## src/rtl/mcu_pixel_serializer.sv

```systemverilog
`default_nettype none
// ============================================================================
// mcu_pixel_serializer: ping-pong buffers 8x8 RGB blocks and replays them as a
// clipped, (x,y)-tagged valid/ready pixel stream in 4:2:0 MCU order. Rev 1.0
// ============================================================================
module mcu_pixel_serializer #(
    parameter int DIM_W = 16,
    parameter int NBUF  = 2
) (
    input  logic                 clk,
    input  logic                 rst,
    input  logic                 start,
    input  logic [DIM_W-1:0]     img_width,
    input  logic [DIM_W-1:0]     img_height,
    input  logic [7:0][7:0][7:0] r,
    input  logic [7:0][7:0][7:0] g,
    input  logic [7:0][7:0][7:0] b,
    input  logic                 valid_in,
    input  logic                 pix_ready,
    output logic                 pix_valid,
    output logic [7:0]           pix_r,
    output logic [7:0]           pix_g,
    output logic [7:0]           pix_b,
    output logic [DIM_W-1:0]     pix_x,
    output logic [DIM_W-1:0]     pix_y,
    output logic                 blk_full,
    output logic                 overflow,
    output logic                 frame_done
);
    localparam int KW    = 2 * DIM_W;
    localparam int CNT_W = $clog2(NBUF + 1);

    typedef enum logic [1:0] {
        S_IDLE  = 2'd0,
        S_ARMED = 2'd1,
        S_EMIT  = 2'd2,
        S_DONE  = 2'd3
    } state_t;

    state_t                 r_state;
    logic [DIM_W-1:0]       r_w, r_h, r_mw, r_mx, r_mox, r_moy;
    logic [KW-1:0]          r_total, r_k;
    logic [CNT_W-1:0]       r_cnt;
    logic                   r_wp, r_rp;
    logic [5:0]             r_p;
    logic [7:0][7:0][7:0]   r_br [NBUF];
    logic [7:0][7:0][7:0]   r_bg [NBUF];
    logic [7:0][7:0][7:0]   r_bb [NBUF];

    logic [DIM_W-1:0] w_mw, w_mt;
    logic [KW-1:0]    w_prod, w_total, w_k1;
    logic             w_start_ok, w_armed, w_cap, w_drop, w_retire, w_last;
    logic             w_fdone, w_chain, w_begin, w_load, w_ld_buf, w_ld_in;
    logic             w_mcu_end, w_row_end;
    logic [1:0]       w_q, w_nq;
    logic [DIM_W-1:0] w_n_mx, w_n_mox, w_n_moy, w_c_ox, w_c_oy, w_n_ox, w_n_oy;
    logic [DIM_W-1:0] w_ld_ox, w_ld_oy;
    logic [DIM_W:0]   w_ld_x, w_ld_y;
    logic [5:0]       w_ld_p;
    logic [CNT_W-1:0] w_cnt_nx;

    // Frame geometry: ceil(dim/16) MCUs each way, four 8x8 blocks per MCU.
    assign w_mw       = DIM_W'(({1'b0, img_width}  + (DIM_W+1)'(15)) >> 4);
    assign w_mt       = DIM_W'(({1'b0, img_height} + (DIM_W+1)'(15)) >> 4);
    assign w_prod     = KW'(w_mw) * KW'(w_mt);
    assign w_total    = w_prod << 2;
    assign w_start_ok = start && (img_width != '0) && (img_height != '0);

    assign w_armed  = (r_state == S_ARMED) || (r_state == S_EMIT);
    assign w_cap    = valid_in && w_armed && (r_cnt != CNT_W'(NBUF));
    assign w_drop   = valid_in && !w_cap;
    assign w_retire = (r_state == S_EMIT) && (!pix_valid || pix_ready);
    assign w_last   = w_retire && (r_p == 6'd63);
    assign w_k1     = r_k + KW'(1);
    assign w_fdone  = w_last && (w_k1 == r_total);
    assign w_chain  = w_last && !w_fdone && (r_cnt == CNT_W'(NBUF));
    assign w_begin  = (r_state == S_ARMED) && (r_cnt != '0);
    assign w_load   = w_begin || (w_retire && !w_last) || w_chain;

    // Placement walks MCU columns with a counter; no division needed.
    assign w_q       = r_k[1:0];
    assign w_nq      = w_q + 2'd1;
    assign w_mcu_end = (w_q == 2'd3);
    assign w_row_end = ((r_mx + DIM_W'(1)) == r_mw);
    assign w_n_mx    = w_mcu_end ? (w_row_end ? '0 : r_mx + DIM_W'(1)) : r_mx;
    assign w_n_mox   = w_mcu_end ? (w_row_end ? '0 : r_mox + DIM_W'(16)) : r_mox;
    assign w_n_moy   = (w_mcu_end && w_row_end) ? r_moy + DIM_W'(16) : r_moy;
    assign w_c_ox    = r_mox   + {{(DIM_W-4){1'b0}}, w_q[0],  3'b000};
    assign w_c_oy    = r_moy   + {{(DIM_W-4){1'b0}}, w_q[1],  3'b000};
    assign w_n_ox    = w_n_mox + {{(DIM_W-4){1'b0}}, w_nq[0], 3'b000};
    assign w_n_oy    = w_n_moy + {{(DIM_W-4){1'b0}}, w_nq[1], 3'b000};

    assign w_ld_p   = (w_retire && !w_last) ? r_p + 6'd1 : 6'd0;
    assign w_ld_buf = w_chain ? ~r_rp : r_rp;
    assign w_ld_ox  = w_chain ? w_n_ox : w_c_ox;
    assign w_ld_oy  = w_chain ? w_n_oy : w_c_oy;
    // One extra bit keeps origin+7 from wrapping past the clip compare.
    assign w_ld_x   = {1'b0, w_ld_ox} + {{(DIM_W-2){1'b0}}, w_ld_p[2:0]};
    assign w_ld_y   = {1'b0, w_ld_oy} + {{(DIM_W-2){1'b0}}, w_ld_p[5:3]};
    assign w_ld_in  = (w_ld_x < {1'b0, r_w}) && (w_ld_y < {1'b0, r_h});

    always_comb begin
        w_cnt_nx = r_cnt;
        if (w_cap && !w_last)
            w_cnt_nx = r_cnt + CNT_W'(1);
        else if (!w_cap && w_last)
            w_cnt_nx = r_cnt - CNT_W'(1);
    end

    always_ff @(posedge clk) begin
        if (w_cap) begin
            r_br[r_wp] <= r;
            r_bg[r_wp] <= g;
            r_bb[r_wp] <= b;
        end
    end

    always_ff @(posedge clk) begin
        if (rst) begin
            r_state <= S_IDLE;
            r_w <= '0; r_h <= '0; r_mw <= '0; r_total <= '0; r_k <= '0;
            r_mx <= '0; r_mox <= '0; r_moy <= '0; r_cnt <= '0;
            r_wp <= 1'b0; r_rp <= 1'b0; r_p <= '0;
            pix_valid <= 1'b0; pix_r <= '0; pix_g <= '0; pix_b <= '0;
            pix_x <= '0; pix_y <= '0;
            blk_full <= 1'b0; overflow <= 1'b0; frame_done <= 1'b0;
        end else if (w_start_ok) begin
            r_state <= S_ARMED;
            r_w <= img_width; r_h <= img_height; r_mw <= w_mw; r_total <= w_total;
            r_k <= '0; r_mx <= '0; r_mox <= '0; r_moy <= '0; r_cnt <= '0;
            r_wp <= 1'b0; r_rp <= 1'b0; r_p <= '0;
            pix_valid <= 1'b0; blk_full <= 1'b0; overflow <= 1'b0; frame_done <= 1'b0;
        end else begin
            frame_done <= 1'b0;
            if (w_drop)
                overflow <= 1'b1;
            r_cnt    <= w_cnt_nx;
            blk_full <= (w_cnt_nx == CNT_W'(NBUF));
            if (w_cap)
                r_wp <= ~r_wp;
            if (w_load) begin
                r_p       <= w_ld_p;
                pix_valid <= w_ld_in;
                pix_x     <= w_ld_x[DIM_W-1:0];
                pix_y     <= w_ld_y[DIM_W-1:0];
                pix_r     <= r_br[w_ld_buf][w_ld_p[5:3]][w_ld_p[2:0]];
                pix_g     <= r_bg[w_ld_buf][w_ld_p[5:3]][w_ld_p[2:0]];
                pix_b     <= r_bb[w_ld_buf][w_ld_p[5:3]][w_ld_p[2:0]];
            end
            case (r_state)
                S_ARMED: if (w_begin) r_state <= S_EMIT;
                S_EMIT: if (w_last) begin
                    r_k   <= w_k1;
                    r_mx  <= w_n_mx;
                    r_mox <= w_n_mox;
                    r_moy <= w_n_moy;
                    r_rp  <= ~r_rp;
                    if (w_fdone) begin
                        r_state    <= S_DONE;
                        frame_done <= 1'b1;
                        pix_valid  <= 1'b0;
                        r_cnt      <= '0;
                        blk_full   <= 1'b0;
                        r_wp       <= 1'b0;
                        r_rp       <= 1'b0;
                    end else if (!w_chain) begin
                        r_state   <= S_ARMED;
                        pix_valid <= 1'b0;
                    end
                end
                S_DONE:  r_state <= S_IDLE;
                default: ;
            endcase
        end
    end
endmodule
`default_nettype wire

```

## config.mk

```make
export PLATFORM = sky130hd
export DESIGN_NAME = mcu_pixel_serializer
export DESIGN_NICKNAME = d
export VERILOG_FILES = /design/src/rtl/mcu_pixel_serializer.sv
export SDC_FILE = /design/constraint.sdc
export NUM_CORES = 2
export LEC_CHECK = 0
export ABC_CLOCK_PERIOD_IN_PS = 58600
export CAP_MARGIN = 40
export CORE_AREA = 2 2 629 631
export DETAILED_ROUTE_END_ITERATION = 8
export DIE_AREA = 0 0 631 633
export MAX_ROUTING_LAYER = met4
export PLACE_DENSITY = 0.6
export SETUP_SLACK_MARGIN = 0.4
export SLEW_MARGIN = 20
export SYNTH_ARGS = -nofsm -noshare
export SYNTH_HDL_FRONTEND = slang
export SYNTH_SLANG_ARGS = --single-unit
```

## constraint.sdc

```tcl
create_clock -name clk -period 58.6 [get_ports clk]
set_clock_uncertainty 0.15 [all_clocks]
set_input_delay 5.86 -clock clk [delete_from_list [all_inputs] [get_ports clk]]
set_output_delay 5.86 -clock clk [all_outputs]
set_load 0.03 [all_outputs]
```

### Yosys cells after proc, flatten, opt, wreduce, memory -nomap -nowiden

Memories as Yosys holds them, arrays and structs flattened.
Index checks and enable logic that the tools add are counted.

| cells by class | value |
|---|---|
| $add $sub $neg | 16 |
| multiply operators | 1 |
| order comparisons | 4 |
| equal/unequal tests | 16 |
| multiplexer cells | 47 |
| bitwise gates (word level) | 5 |
| reductions and logical operators | 36 |

Operators with widths:

| cell | count |
|---|---|
| binary-select mux 64 bit (select 3 bit) | 3 |
| 2-to-1 mux 64 bit | 3 |
| 2-to-1 mux 16 bit | 6 |
| binary-select mux 8 bit (select 3 bit) | 3 |
| adder 16 x 4 -> 16 bit | 4 |
| adder 16 x 3 -> 17 bit | 2 |
| adder 16 x 4 -> 17 bit (second input constant) | 2 |
| < comparator 17 x 16 -> 1 bit | 2 |
| adder 16 x 5 -> 16 bit (second input constant) | 2 |
| adder 32 x 1 -> 32 bit (second input constant) | 1 |
| == test 32 bit | 1 |
| nonzero test 16 bit | 2 |
| multiplier 13 x 13 -> 26 bit | 1 |
| 2-to-1 mux 8 bit | 3 |
| 2-to-1 mux 1 bit | 18 |
| 2-to-1 mux 2 bit | 9 |
| adder 16 x 1 -> 16 bit (second input constant) | 1 |
| == test 16 x 13 -> 1 bit | 1 |
| logical AND 1 bit | 16 |
| == test 2 bit (second input constant) | 5 |
| != test 3 bit (second input constant) | 3 |
| < comparator 3 x 4 -> 1 bit (second input constant) | 2 |
| AND reduction 4 bit | 2 |
| adder 6 x 1 -> 6 bit (second input constant) | 1 |
| other kinds (18) | 32 |

| word-level totals | value |
|---|---|
| flip-flop bits (word level) | 227 |
| bits in writable memories | 3072 |
| input bits | 1573 |
| memories | 3 |

Memory list:

| memory | depth | width | read ports | clocked after memory_dff | wr ports | RTL line | text |
|---|---|---|---|---|---|---|---|
| r_bb | 2 | 512 | 1 | 0 | 1 | 48 | `logic [7:0][7:0][7:0] r_bb [NBUF];` |
| r_bg | 2 | 512 | 1 | 0 | 1 | 47 | `logic [7:0][7:0][7:0] r_bg [NBUF];` |
| r_br | 2 | 512 | 1 | 0 | 1 | 46 | `logic [7:0][7:0][7:0] r_br [NBUF];` |

### Logic depth before layout (Yosys ltp)

| depth | value |
|---|---|
| word-level depth | 17 |
| mapped depth | 36 |
| gate-level depth less buffers | 30 |

### Worst setup path before layout

No wires, ideal clock.

| timing | value |
|---|---|
| kind | input to register |
| start | input valid_in |
| end | memory r_bb[1][0] (netlist bit), enable pin |
| arrival | 40.907 ns |
| required time | 56.320 ns |
| slack | 15.413 ns |
| stages on the path | 3 |
| cell sequence | nand3b_1 -> inv_1 -> ha_1 |

| on the way | value |
|---|---|
| cells in the longest elaborated chain, start to end | 4 |

Ends and longest elaborated chain:

| element | RTL line | text |
|---|---|---|
| start, declared | 18 | `input logic valid_in,` |
| logical AND 1 bit (2 in series) | 70 | `assign w_cap = valid_in && w_armed && (r_cnt != CNT_W'(NBUF));` |
| 2-to-1 mux 1 bit | 111 | `if (w_cap) begin` |
| 2-to-1 mux 1 bit (implied by the code) | 114 | `r_bb[r_wp] <= b;` |
| end, declared | 48 |  |

No other way between the ends.

### Worst setup path after layout

| timing | value |
|---|---|
| start | input img_width[3] |
| end | register r_total[27] |

| on the way | value |
|---|---|
| cells in the longest elaborated chain, start to end | 3 |
| elaborated cells on any way between the ends | 5 |
| classes of those cells | add/sub: 1; mul: 1; reduce/logical: 3 |

Ends and longest elaborated chain:

| element | RTL line | text |
|---|---|---|
| start, declared | 13 | `input logic [DIM_W-1:0] img_width,` |
| parallel branches: the longest is 3 deep, another holds multiplier 13 x 13 -> 26 bit | -- |  |
| end signal, assigned | 129 | `r_w <= img_width; r_h <= img_height; r_mw <= w_mw; r_total <= w_total;` |
| end, declared | 42 | `logic [KW-1:0] r_total, r_k;` |

Parallel ways; which one is timed is not known.
A chain may end at the register's enable or synchronous reset.

==> impl_metrics.toml <==
[logic_synthesis]
fraction_of_synthesized_cell_area_taken_by_the_top_area_cell_type = 0.663
synth_largest_area_cell = "sky130_fd_sc_hd__edfxtp_1"
synth-seq-cells = 3291
synthesis.nets = 12000
total_standard_cell_area_after_synthesis_um2 = 139000
ys_async_sr_fraction = 0
synth-warning-count = 0
syn-mean-instance-area_um2 = 13.7
ys_types = 94
synth_top_cells_by_area = "sky130_fd_sc_hd__edfxtp_1, sky130_fd_sc_hd__mux2i_1, sky130_fd_sc_hd__nand2_1"
synth_enable_flop_cells = 3072
synth_cells = 10200
synth-main-ff-cell = "sky130_fd_sc_hd__edfxtp_1"
synth_sequential_area_ratio = 0.694
synth_common_cells = "sky130_fd_sc_hd__edfxtp_1, sky130_fd_sc_hd__nand2_1, sky130_fd_sc_hd__mux2i_1, sky130_fd_sc_hd__nor2_1, sky130_fd_sc_hd__a21oi_1"
post-synth-top-count-cell = "sky130_fd_sc_hd__edfxtp_1"

[clock_network]
cts-buffers-inserted = 367
cts-hold-fix-buffers = 0
postCtsSetupBuffers = 0
post_cts.resized_instances = 0
worst_skew_pair.late_latency_ns = 1.01
clock-sinks = 3291
cts.reportedPaths.clkPinSlew_ns = 0.06
htreeDepth = 5
clockRootBuffer = "sky130_fd_sc_hd__clkbuf_16"
max-clock-path-buffers = 4
cts_tree = "done"

[run_status]
run_status = "finished clean"

[floorplan]
placement_rows = 230
placeableCoreArea_um2 = 392000
die_height_um = 633
boundaryPins = 1633
die-width_um = 631
floorplan.initialDensity = 0.355
fp.dieArea_um2 = 399000

[finish]
num-fill-cells = 35300
flow.area_growth_from_synthesis_pct = 27.2
layout-drive-gt1-share = 0.0945
final_nets = 13800

[drt]
dr_total_vias = 103000
avgViaCountPerCell = 5.75
route.detailed.drc = 0
post_drt_wl_per_cell_um = 38.1
drt.antenna.violating_nets = 0
firstDrtPassIters = 6
dr.first_iter.drc_count = 15100
drt_wl_total_um = 680000

[critical_path]
worst_setup_path_end_kind = "flop"
worst_ep_arrival_time_ns = 14.73
worst-setup-path-type = "input port to flop"
critical_path.max_stage_delay_ns = 0.71
critPathSlowestCell = "sky130_fd_sc_hd__xor2_1"
cp_common_cell = "sky130_fd_sc_hd__fa_1"
cp.required_ns = 59.32
critical_path.startpoint_type = "input port"
worstPathMaxFanout = 9

[global_route]
pin_count_of_the_biggest_net_entering_global_routing = 163
overflow_after_grt = 0
grt_util_all_layers = 0.338
number_of_antenna_violations_at_the_first_check_in_global_routing = 516
first_global_vias = 94300
grt_pass1_wl_um = 872000

[timing]
final_hold_violation_count = 0
fin_crit_ns = 14.01
holdWs_ns = 0.303
tightest_slew_ns = 1.23
grt_setup_unrepaired = "no"
clock.fmax_mhz = 71.4
setup_total_negative_slack_ns = 0
maxSlewHeadroom = 0.182
finalCritPeriodShare = 0.239
timing.final.max_slew_violations = 0
final-setup-viol-count = 0

[min_path]
hold_class = "flop to flop"

[power]
static-leakage-power_uw = 0.0613
max-vdd-ir-drop_uv = 31.4
cellPowerDensity_nw_per_um2 = 31.6

[placed_design]
detailed_place_hpwl_um = 506000
portBuffers = 1632
gpl.final_weighted_congestion = 0.935

[run]
max_cap_viol_count = 0
state kept, by name (all words and copies together), names as in the netlist, 26 cells and up:
name     flops
r_k         32
r_bg      1024
r_total     26
r_bb      1024
r_br      1024
worst max-delay path: cells and delay by family:
kind | cells | cell delay, ns
buffers and inverters | 5 | 0.85
xor gates and xnor gates | 2 | 0.86
AOI/OAI and AO/OA | 5 | 1.41
adders and majority gates | 6 | 2.92
and+or+nand+nor | 13 | 2.82
per-stage QoR:
step | util | instance area (um^2) | total power [uW] | instances | setup slack (ns)
floorplan | - | 139000 | 3200 | 10200 | 15.41
detailed placement | 0.418 | 164000 | 3340 | 16800 | 43.75
global placement | 0.415 | 163000 | 3330 | 16700 | 43.78
global route | 0.451 | 177000 | 5770 | 17800 | 44.07
finish | 0.451 | 177000 | 5600 | 17900 | 44.59
CTS | 0.449 | 176000 | 5610 | 17500 | 44.73
path summary, 6_finish.rpt:
check / from / depth (start not counted) / endpoint / slack (ns)
setup / recovery: img_width[3] / 31 / r_total[27]$_SDFFE_PP0P_ / 44.59
hold / removal: pix_y[4]$_SDFFE_PP0P_ / 2 / pix_y[4]$_SDFFE_PP0P_ / 0.30
setup reg to reg: r_k[0]$_SDFFE_PP0P_ / 20 / pix_r[0]$_SDFFE_PP0P_ / 48.64
hold reg to reg: pix_y[4]$_SDFFE_PP0P_ / 2 / pix_y[4]$_SDFFE_PP0P_ / 0.30
cells in the final DEF (no fill, tap or decap), drive strengths merged, types with 65 or more instances in the layout:
cell and n:
nand3 402, a31oi 185, clkinv 144, dfxtp 219
edfxtp 3072, inv 242, buf 393, and3 70
diode 399, or3 110, a211oi 76, xnor2 122
a21oi 422, xor2 88, fa 122, nand2 1453
a22oi 102, clkbuf 471, mux2i 661, o22ai 147
nor2 519, nor4 105, nor3 199, o21ai 217
clkdlybuf4s50 1631, o221ai 65, ha 121, nand4 118
cells by family (layout without fill, tap and decap cells):
logic type | Yosys count | count (layout) | synth area share
AND/OR/NAND/NOR | 3110 | 3110 | 0.100
XOR/XNOR | 210 | 210 | 0.0134
multiplexers | 729 | 729 | 0.0535
AO/OA/AOI/OAI | 1736 | 1736 | 0.0841
other | 0 | 399 | 0
flip-flops | 3291 | 3291 | 0.694
buffers and inverters | 861 | 2919 | 0.0258
adder cells (fa/ha/maj) | 244 | 244 | 0.0285
power breakdown:
group / internal (uW) / leakage [uW] / switching, uW
Sequential: 2660 / 0.0298 / 27.7
Combinational: 270 / 0.0258 / 335
Clock: 1310 / 0.00573 / 991
Total: 4240 / 0.0613 / 1350
area by class of cell:
| cell class | count | area, um^2 | area share |
|---|---|---|---|
| Tap cell | 5220 | 6530 | 0.0369 |
| Clock inverter | 199 | 2010 | 0.0114 |
| Clock buffer | 470 | 9770 | 0.0552 |
| Sequential cell | 3291 | 96600 | 0.546 |
| Multi-Input combinational cell | 6029 | 39900 | 0.226 |
| Antenna cell | 399 | 998 | 0.00564 |
| Timing Repair Buffer | 2026 | 20200 | 0.114 |
| Inverter | 224 | 858 | 0.00485 |
per-layer routing:
metal  GRT usage  routed length (um)  vias up
met1       0.407              251000    51800
met5           -                   0        -
met3      0.0771               68100     1438
met2       0.520              316000     6552
li1            -                   -    42900
met4       0.202               45000        0
(Power assumes the default switching activity.)
